[src/rtl/ys_poly_small_inv3.sv]
// ys_poly_small_inv3 -- inverse of the poly_small mode-3 transform.
//
// Reads packed h words from a source RAM and rebuilds g with the prefix
// recurrence g[i] = g[i-1] - h[i]*INV3 (mod 2^13), with g[-1] = 0.
// The packed g words are written to a destination RAM.
//
// Ports:
//   i_clk        clock, rising edge
//   i_rst        synchronous active-high reset
//   i_start      one-cycle run request, honoured only in IDLE
//   o_busy       high while a run is in progress
//   o_done       one-cycle pulse after the last write
//   o_rd_en      source RAM read enable
//   o_rd_addr    source word address
//   i_rd_data    source word, valid one cycle after o_rd_en
//   o_wr_en      destination RAM write enable
//   o_wr_addr    destination word address
//   o_wr_data    reconstructed g word (lane j = coefficient 4k+j)
//
// Build option: define YS_POLY_SMALL_INV3_PIPE_EN to insert a register
// stage between the multipliers and the subtract chain (one extra cycle
// of latency, identical written data).
//
// state   | meaning
// --------+------------------------------------------------------------
// S_IDLE  | waiting for i_start
// S_READ  | one read per cycle, addresses 0..N_WORDS-1
// S_DRAIN | reads finished, waiting for the final write
// S_FIN   | o_done pulse, then back to S_IDLE

module ys_poly_small_inv3 #(
   parameter int COEF_W  = 13,
   parameter int LANES   = 4,
   parameter int N_COEF  = 509,
   parameter int N_WORDS = 128,
   parameter int AW      = 7,
   parameter int INV3    = 2731
) (
   input  logic                      i_clk,
   input  logic                      i_rst,
   input  logic                      i_start,
   output logic                      o_busy,
   output logic                      o_done,
   output logic                      o_rd_en,
   output logic [AW-1:0]             o_rd_addr,
   input  logic [COEF_W*LANES-1:0]   i_rd_data,
   output logic                      o_wr_en,
   output logic [AW-1:0]             o_wr_addr,
   output logic [COEF_W*LANES-1:0]   o_wr_data
);

   localparam logic [AW-1:0]     LAST_ADDR = AW'(N_WORDS - 1);
   localparam logic [COEF_W-1:0] INV3_C    = COEF_W'(INV3);

   typedef enum logic [1:0] {
      S_IDLE  = 2'd0,
      S_READ  = 2'd1,
      S_DRAIN = 2'd2,
      S_FIN   = 2'd3
   } state_t;

   state_t          r_state;
   state_t          w_state_nxt;
   logic [AW-1:0]   r_rd_addr;
   logic [AW-1:0]   w_rd_addr_nxt;

   // ------------------------------------------------------------------
   // Control FSM
   // ------------------------------------------------------------------
   always_ff @(posedge i_clk) begin
      if (i_rst) begin
         r_state   <= S_IDLE;
         r_rd_addr <= '0;
      end else begin
         r_state   <= w_state_nxt;
         r_rd_addr <= w_rd_addr_nxt;
      end
   end

   always_comb begin
      w_state_nxt   = r_state;
      w_rd_addr_nxt = r_rd_addr;
      o_busy        = 1'b0;
      o_done        = 1'b0;
      o_rd_en       = 1'b0;
      case (r_state)
         S_IDLE: begin
            if (i_start) begin
               w_state_nxt   = S_READ;
               w_rd_addr_nxt = '0;
            end
         end
         S_READ: begin
            o_busy  = 1'b1;
            o_rd_en = 1'b1;
            // Hold at the last address instead of wrapping to 0.
            if (r_rd_addr == LAST_ADDR) begin
               w_state_nxt = S_DRAIN;
            end else begin
               w_rd_addr_nxt = r_rd_addr + 1'b1;
            end
         end
         S_DRAIN: begin
            o_busy = 1'b1;
            // Works for either datapath depth: leave once the final word lands.
            if (o_wr_en && (o_wr_addr == LAST_ADDR)) begin
               w_state_nxt = S_FIN;
            end
         end
         S_FIN: begin
            o_done      = 1'b1;
            w_state_nxt = S_IDLE;
         end
         default: begin
            w_state_nxt = S_IDLE;
         end
      endcase
   end

   assign o_rd_addr = r_rd_addr;

   // ------------------------------------------------------------------
   // Datapath
   // ------------------------------------------------------------------
   logic                r_rd_vld;
   logic [AW-1:0]       r_rd_word;
   logic [COEF_W-1:0]   w_prod [LANES];
   logic [COEF_W-1:0]   w_t [LANES];
   logic                w_t_vld;
   logic [AW-1:0]       w_t_word;

   // Tracks which word is on i_rd_data (the RAM has one cycle of latency).
   always_ff @(posedge i_clk) begin
      if (i_rst) begin
         r_rd_vld  <= 1'b0;
         r_rd_word <= '0;
      end else begin
         r_rd_vld  <= o_rd_en;
         r_rd_word <= o_rd_addr;
      end
   end

   // Low 13 bits of h*INV3: both operands are COEF_W wide, so the product
   // is evaluated at COEF_W bits and the wrap comes for free.
   always_comb begin
      for (int j = 0; j < LANES; j++) begin
         w_prod[j] = i_rd_data[j*COEF_W +: COEF_W] * INV3_C;
      end
   end

`ifdef YS_POLY_SMALL_INV3_PIPE_EN
   logic [COEF_W-1:0]   r_t [LANES];
   logic                r_t_vld;
   logic [AW-1:0]       r_t_word;

   always_ff @(posedge i_clk) begin
      if (i_rst) begin
         for (int j = 0; j < LANES; j++) begin
            r_t[j] <= '0;
         end
         r_t_vld  <= 1'b0;
         r_t_word <= '0;
      end else begin
         for (int j = 0; j < LANES; j++) begin
            r_t[j] <= w_prod[j];
         end
         r_t_vld  <= r_rd_vld;
         r_t_word <= r_rd_word;
      end
   end

   always_comb begin
      for (int j = 0; j < LANES; j++) begin
         w_t[j] = r_t[j];
      end
   end
   assign w_t_vld  = r_t_vld;
   assign w_t_word = r_t_word;
`else
   always_comb begin
      for (int j = 0; j < LANES; j++) begin
         w_t[j] = w_prod[j];
      end
   end
   assign w_t_vld  = r_rd_vld;
   assign w_t_word = r_rd_word;
`endif

   logic [COEF_W-1:0]         r_prev;
   logic [COEF_W-1:0]         w_acc;
   logic [COEF_W*LANES-1:0]   w_g_word;

   // Subtract chain across the lanes. Padding lanes (coefficient index
   // >= N_COEF) are forced to 0 and pass the running value straight
   // through, so they never disturb prev.
   always_comb begin
      w_acc    = r_prev;
      w_g_word = '0;
      for (int j = 0; j < LANES; j++) begin
         if ((int'(w_t_word) * LANES + j) < N_COEF) begin
            w_acc = w_acc - w_t[j];
            w_g_word[j*COEF_W +: COEF_W] = w_acc;
         end
      end
   end

   always_ff @(posedge i_clk) begin
      if (i_rst) begin
         o_wr_en   <= 1'b0;
         o_wr_addr <= '0;
         o_wr_data <= '0;
         r_prev    <= '0;
      end else begin
         o_wr_en <= w_t_vld;
         if (w_t_vld) begin
            o_wr_addr <= w_t_word;
            o_wr_data <= w_g_word;
            r_prev    <= w_acc;
         end else if ((r_state == S_IDLE) && i_start) begin
            r_prev <= '0;
         end
      end
   end

endmodule

[config.mk]
export PLATFORM = sky130hd
export DESIGN_NAME = ys_poly_small_inv3
export DESIGN_NICKNAME = d
export VERILOG_FILES = /design/src/rtl/ys_poly_small_inv3.sv
export SDC_FILE = /design/constraint.sdc
export NUM_CORES = 1
export LEC_CHECK = 0
export CAP_MARGIN = 15
export CELL_PAD_IN_SITES_DETAIL_PLACEMENT = 2
export CELL_PAD_IN_SITES_GLOBAL_PLACEMENT = 2
export CORE_ASPECT_RATIO = 0.75
export CORE_MARGIN = 2
export CORE_UTILIZATION = 40
export DETAILED_ROUTE_END_ITERATION = 6
export GPL_TIMING_DRIVEN = 0
export PLACE_DENSITY = 0.84
export SYNTH_ARGS = -nofsm -noshare
export SYNTH_HDL_FRONTEND = slang
export SYNTH_SLANG_ARGS = --single-unit
[constraint.sdc]
create_clock -name i_clk -period 26 [get_ports i_clk]
set_input_delay 2.6 -clock i_clk [delete_from_list [all_inputs] [get_ports i_clk]]
set_output_delay 2.6 -clock i_clk [all_outputs]
set_load 0.01 [all_outputs]
# Word level (Yosys, flattened, before mapping)
# Index checks and enable logic that the tools add are counted.
# word_totals
ff_bits,90
latch_bits,0
ram_bits,0
rom_bits,0
inputBits,55
output_inout_bits,70
word_cells,61
mem_count,0
# classes
n_addsub,8
n_mul,4
div,0
order_cmp,4
n_eq_ne,9
n_shift,0
n_mux,20
bitwise_logic,0
reduce_logical,8
# op_table
cell,n
$mux 13,10
$mul 13x12->13 const B,4
$sub 13x13->13,4
$lt 10x9->1 const B,3
$add 9x2->10 const B,2
$eq 7x7->1 const B,2
$mux 7,2
$pmux 7 s2,1
$add 9x1->10 const B,1
$lt 9x9->1 const B,1
$ne 2x2->1 const B,4
$pmux 2 s4,1
$add 7x1->7 const B,1
$mux 2,3
$reduce_and 3->1,2
$eq 2x2->1 const B,2
$reduce_bool 2->1,2
$mux 1,3
$eq 2x1->1 const B,1
$logic_and 1x1->1,2
$logic_not 2->1,1
$reduce_or 2->1,1

# Depth between registers and ports, before layout
# depth
word_depth,10
depth_mapped,57
mapped_depth_nobuf,57

# Least setup slack after synthesis
# Ideal clock, no wire load.
# synth_path
path_kind,input-to-reg
from,in i_rd_data[0]
to,reg r_prev[12]
setup_ns,0.122
arrival_ns,14.884
t_required_ns,25.878
setup_slack_ns,10.994
cell_stages,56
n_path_buf,0
path_cell_list,inv_1 ha_1 inv_1 ha_1 fa_1 inv_1 fa_1 xor2_1 ha_1 a21o_1 a21oi_1 xnor2_1 inv_2 fa_1 inv_1 fa_1 inv_1 fa_1 (+20 left out) a21o_1 xor2_1 nand2_1 o21ai_1 fa_1 fa_1 inv_1 fa_1 fa_1 inv_1 ha_1 nor2b_1 nor2_1 o21ai_1 a21oi_1 xnor2_1 xnor2_1 o21ai_1
# synth_between
elab_chain_cells,10
# synth_rtl
item,line,text
from (decl),46,"input logic [COEF_W*LANES-1:0] i_rd_data,"
$mul 13x12->13 *,147,w_prod[j] = i_rd_data[j*COEF_W +: COEF_W] * INV3_C;
$sub 13x13->13 *,201,w_acc = w_acc - w_t[j];
$mux 13 *,200,if ((int'(w_t_word) * LANES + j) < N_COEF) begin
$sub 13x13->13,201,
$mux 13 *,200,
$sub 13x13->13,201,
$mux 13 *,200,
$sub 13x13->13,201,
$mux 13 *,200,
$mux 13 *,215,if (w_t_vld) begin
to (signal assigned),218,r_prev <= w_acc;
to (decl),189,logic [COEF_W-1:0] r_prev;
# Mark *: on every way between the ends. The rest lies on a longest branch, timed or not.
# A chain may end at the register's enable or synchronous reset.

# Worst setup path in the final report
# layout_path
from,in i_rd_data[0]
to,reg o_wr_data[51]
# layout_between
elab_chain_cells,9
# layout_rtl
item,line,text
$mul 13x12->13 *,147,
$sub 13x13->13 *,201,
$mux 13 *,200,
$sub 13x13->13,201,
$mux 13 *,200,
$sub 13x13->13,201,
$mux 13 *,200,
$sub 13x13->13 *,201,
$mux 13 *,200,
to (signal assigned),217,o_wr_data <= w_g_word;
to (decl),49,output logic [COEF_W*LANES-1:0] o_wr_data
# Marks and branches as above.

==> metrics.txt <==
outcome finished clean; Synth Area in Compound Gates 10.2%; initial antenna violation count 1; Synthesis Warnings 0; CP arrival 18.29 ns; H-tree Lvls 3; reg-to-reg endpoint o_wr_data[51]; Pre-antenna DRT Iters 5; cts hold-fix bufs 0; slowest CP cell clkdlybuf4s50_1; CP Depth 57; RR Startpoint r_prev[3]; Max clock buf depth 2; total core area 28200 sq um; synthesized instance count 1244; Die W 201 um; die area 30400 sq um; syn nets 1650; Port Buf Inserts 124; Antenna Violating Nets Remaining 0; Max-Cap Viols 0; number of global-route vias before repair 11222; TNS Setup 0 ns; Routed WL per cell 24.2 um; Post-Synth Adder-Cell Area 45.6%; Layout area overhead 17.6%; largest cells by area after synthesis ha_1 (25%), fa_1 (21%), dfxtp_1 (16%); most numerous cell in the Yosys netlist ha_1; GRT Util Overall 29.2%; CP max stage delay 0.71 ns; Hold WC Path Type reg2reg; synth cell count leaders ha_1 (232), inv_1 (226), fa_1 (119), nor2_1 (94), dfxtp_1 (90); std cell rows 53; CTS resizes 0; clock-pin slew on the worst setup and hold paths 0.07 ns; delay-heaviest family, CP adder cells; initial detailed-routing violation count 482; initial core utilization 41.0%; syn_area_per_cell 9.31 sq um; RePlAce Congestion 0.885; Critical Path Sink Type register; number of enable flip-flop cells after synthesis 0; Final Max Tran Viols 0; Post-Route WL 42.8 mm; largest net degree at the start of global routing 18; later-pin clock latency in the skew report 0.37 ns; hold_sp o_wr_data[35]; flop2flop setup slack 10.57 ns; Slew HR 25.1%; share of the yosys chip area belonging to registers 15.6%; via count 9608; Worst Max-Slew Pin Slew 1.12 ns; dpl hpwl 35.7 mm; Primary FF master, synth dfxtp_1; Final Cycle Share 69.4%; post-synth top area share 25.1%; Async S/R FF share, synth 0%; CTS Sinks 90; largest family of logic cells by synthesized area adder cells; Min-Delay Path Depth 2; Layout Nets 1785; dominant cell type by area after synthesis ha_1; die height 151 um; flops & latches, synth 90; CTS tree built; Clock Skews 0.0117 ns; Post-Syn Area 11600 sq um; worst hold endpoint o_wr_data[35]; first-pass GRT wire length 66.3 mm; RSZ-0062 raised after global routing false; Hold Vio Cnt, Final 0; multiplexer area fraction after synthesis 2.29%; cts bufs inserted 9; Worst setup SP type input pin; Worst Reg-to-Reg Cells 54; CP max FO 6; Synth Area in Simple Gates 8.83%; crit path time final 18.06 ns; Worst EP required 26.23 ns; number of remaining DRC errors 0; Synth cell types 60; Root Driver clkbuf_16; cell mode on critical path fa_1; xor/xnor cell area share of the yosys netlist 9.23%; grt total ovfl 0; # IOs 125; Setup violations, final 0; Vias/cell 5.43; layout cells sized above 1 2.60%; post-CTS setup buffers 0; Worst Path Buf+Inv 11; Fmax achieved 0.0554 GHz; critical path class in2reg
-- cell families after synthesis --
kind of cell | Yosys count
buffers and inverters | 254
muxes | 26
xor gates and xnor gates | 113
and+or+nand+nor | 231
AOI/OAI and AO/OA | 179
DFF | 90
adders and majority gates | 351
-- placed cells by master, fill, tap and decap left out, types with 7 or more instances in the layout --
cell type	instances
inv_1	226
clkbuf_16	9
xnor2_1	76
fa_1	119
nor2b_1	17
ha_1	232
clkbuf_1	19
clkdlybuf4s50_1	124
o21ai_0	15
a21oi_1	55
o21a_1	10
mux2i_1	25
nor3_1	13
a21o_1	19
nor2_1	94
dfxtp_1	90
xor2_1	32
nand2_1	61
a31oi_1	7
o21ai_1	27
nand3_1	18
-- final cells by class --
class	count	area (sq um)
Antenna cell	1	2.50
Buffer	26	108
Clock buffer	10	239
Clock inverter	6	78.8
Fill cell	3042	14600
Inverter	228	856
Multi-Input combinational cell	900	8820
Sequential cell	90	1800
Tap cell	385	482
Timing Repair Buffer	124	1240
-- layer usage --
metal / GRT usage [%] / vias up / wire, um
met3: 5.06 / 93 / 2140
met5: 0 / - / 0
met4: 11.6 / 0 / 1650
li1: - / 4313 / -
met2: 50.4 / 279 / 20300
met1: 36.7 / 4923 / 18700
-- through the flow --
stage	util (%)	hold WS (ns)	cell area, sq um	cells	setup WS, ns
5_1_grt	48.2	0.482	13600	1770	7.39
3_5_place_dp	47.1	0.445	13300	1753	7.91
4_1_cts	48.2	0.465	13600	1769	8.15
3_3_place_gp	47.1	0.434	13300	1753	8.46
6_report	48.2	0.463	13600	1770	7.94
2_1_floorplan	-	0.422	11600	1244	10.99
-- flip-flops by register name, indices dropped and copies added (netlist names) --
signal,flops
o_wr_data,52
r_prev,13
o_rd_addr,7
o_wr_addr,7
r_rd_word,7
r_state,2
o_wr_en,1
r_rd_vld,1
-- worst max path at each step --
stage	from	endpoint	slack [ns]
6_report	i_rd_data[0]	o_wr_data[51]	7.94
3_5_place_dp	i_rd_data[0]	r_prev[12]	7.91
3_3_place_gp	i_rd_data[0]	r_prev[12]	8.46
4_1_cts	i_rd_data[0]	o_wr_data[51]	8.15
2_1_floorplan	i_rd_data[0]	r_prev[12]	10.99
5_1_grt	i_rd_data[0]	r_prev[12]	7.39
-- worst min-delay path, delay by kind of cell (launching register included) --
| family | cells | cell delay [ns] |
|---|---|---|
| DFF | 1 | 0.32 |
| and+or+nand+nor | 1 | 0.05 |
| AOI/OAI and AO/OA | 1 | 0.05 |
Power is not shown: default switching activity piles up to over one toggle a cycle in this logic, so the estimate is an artifact.
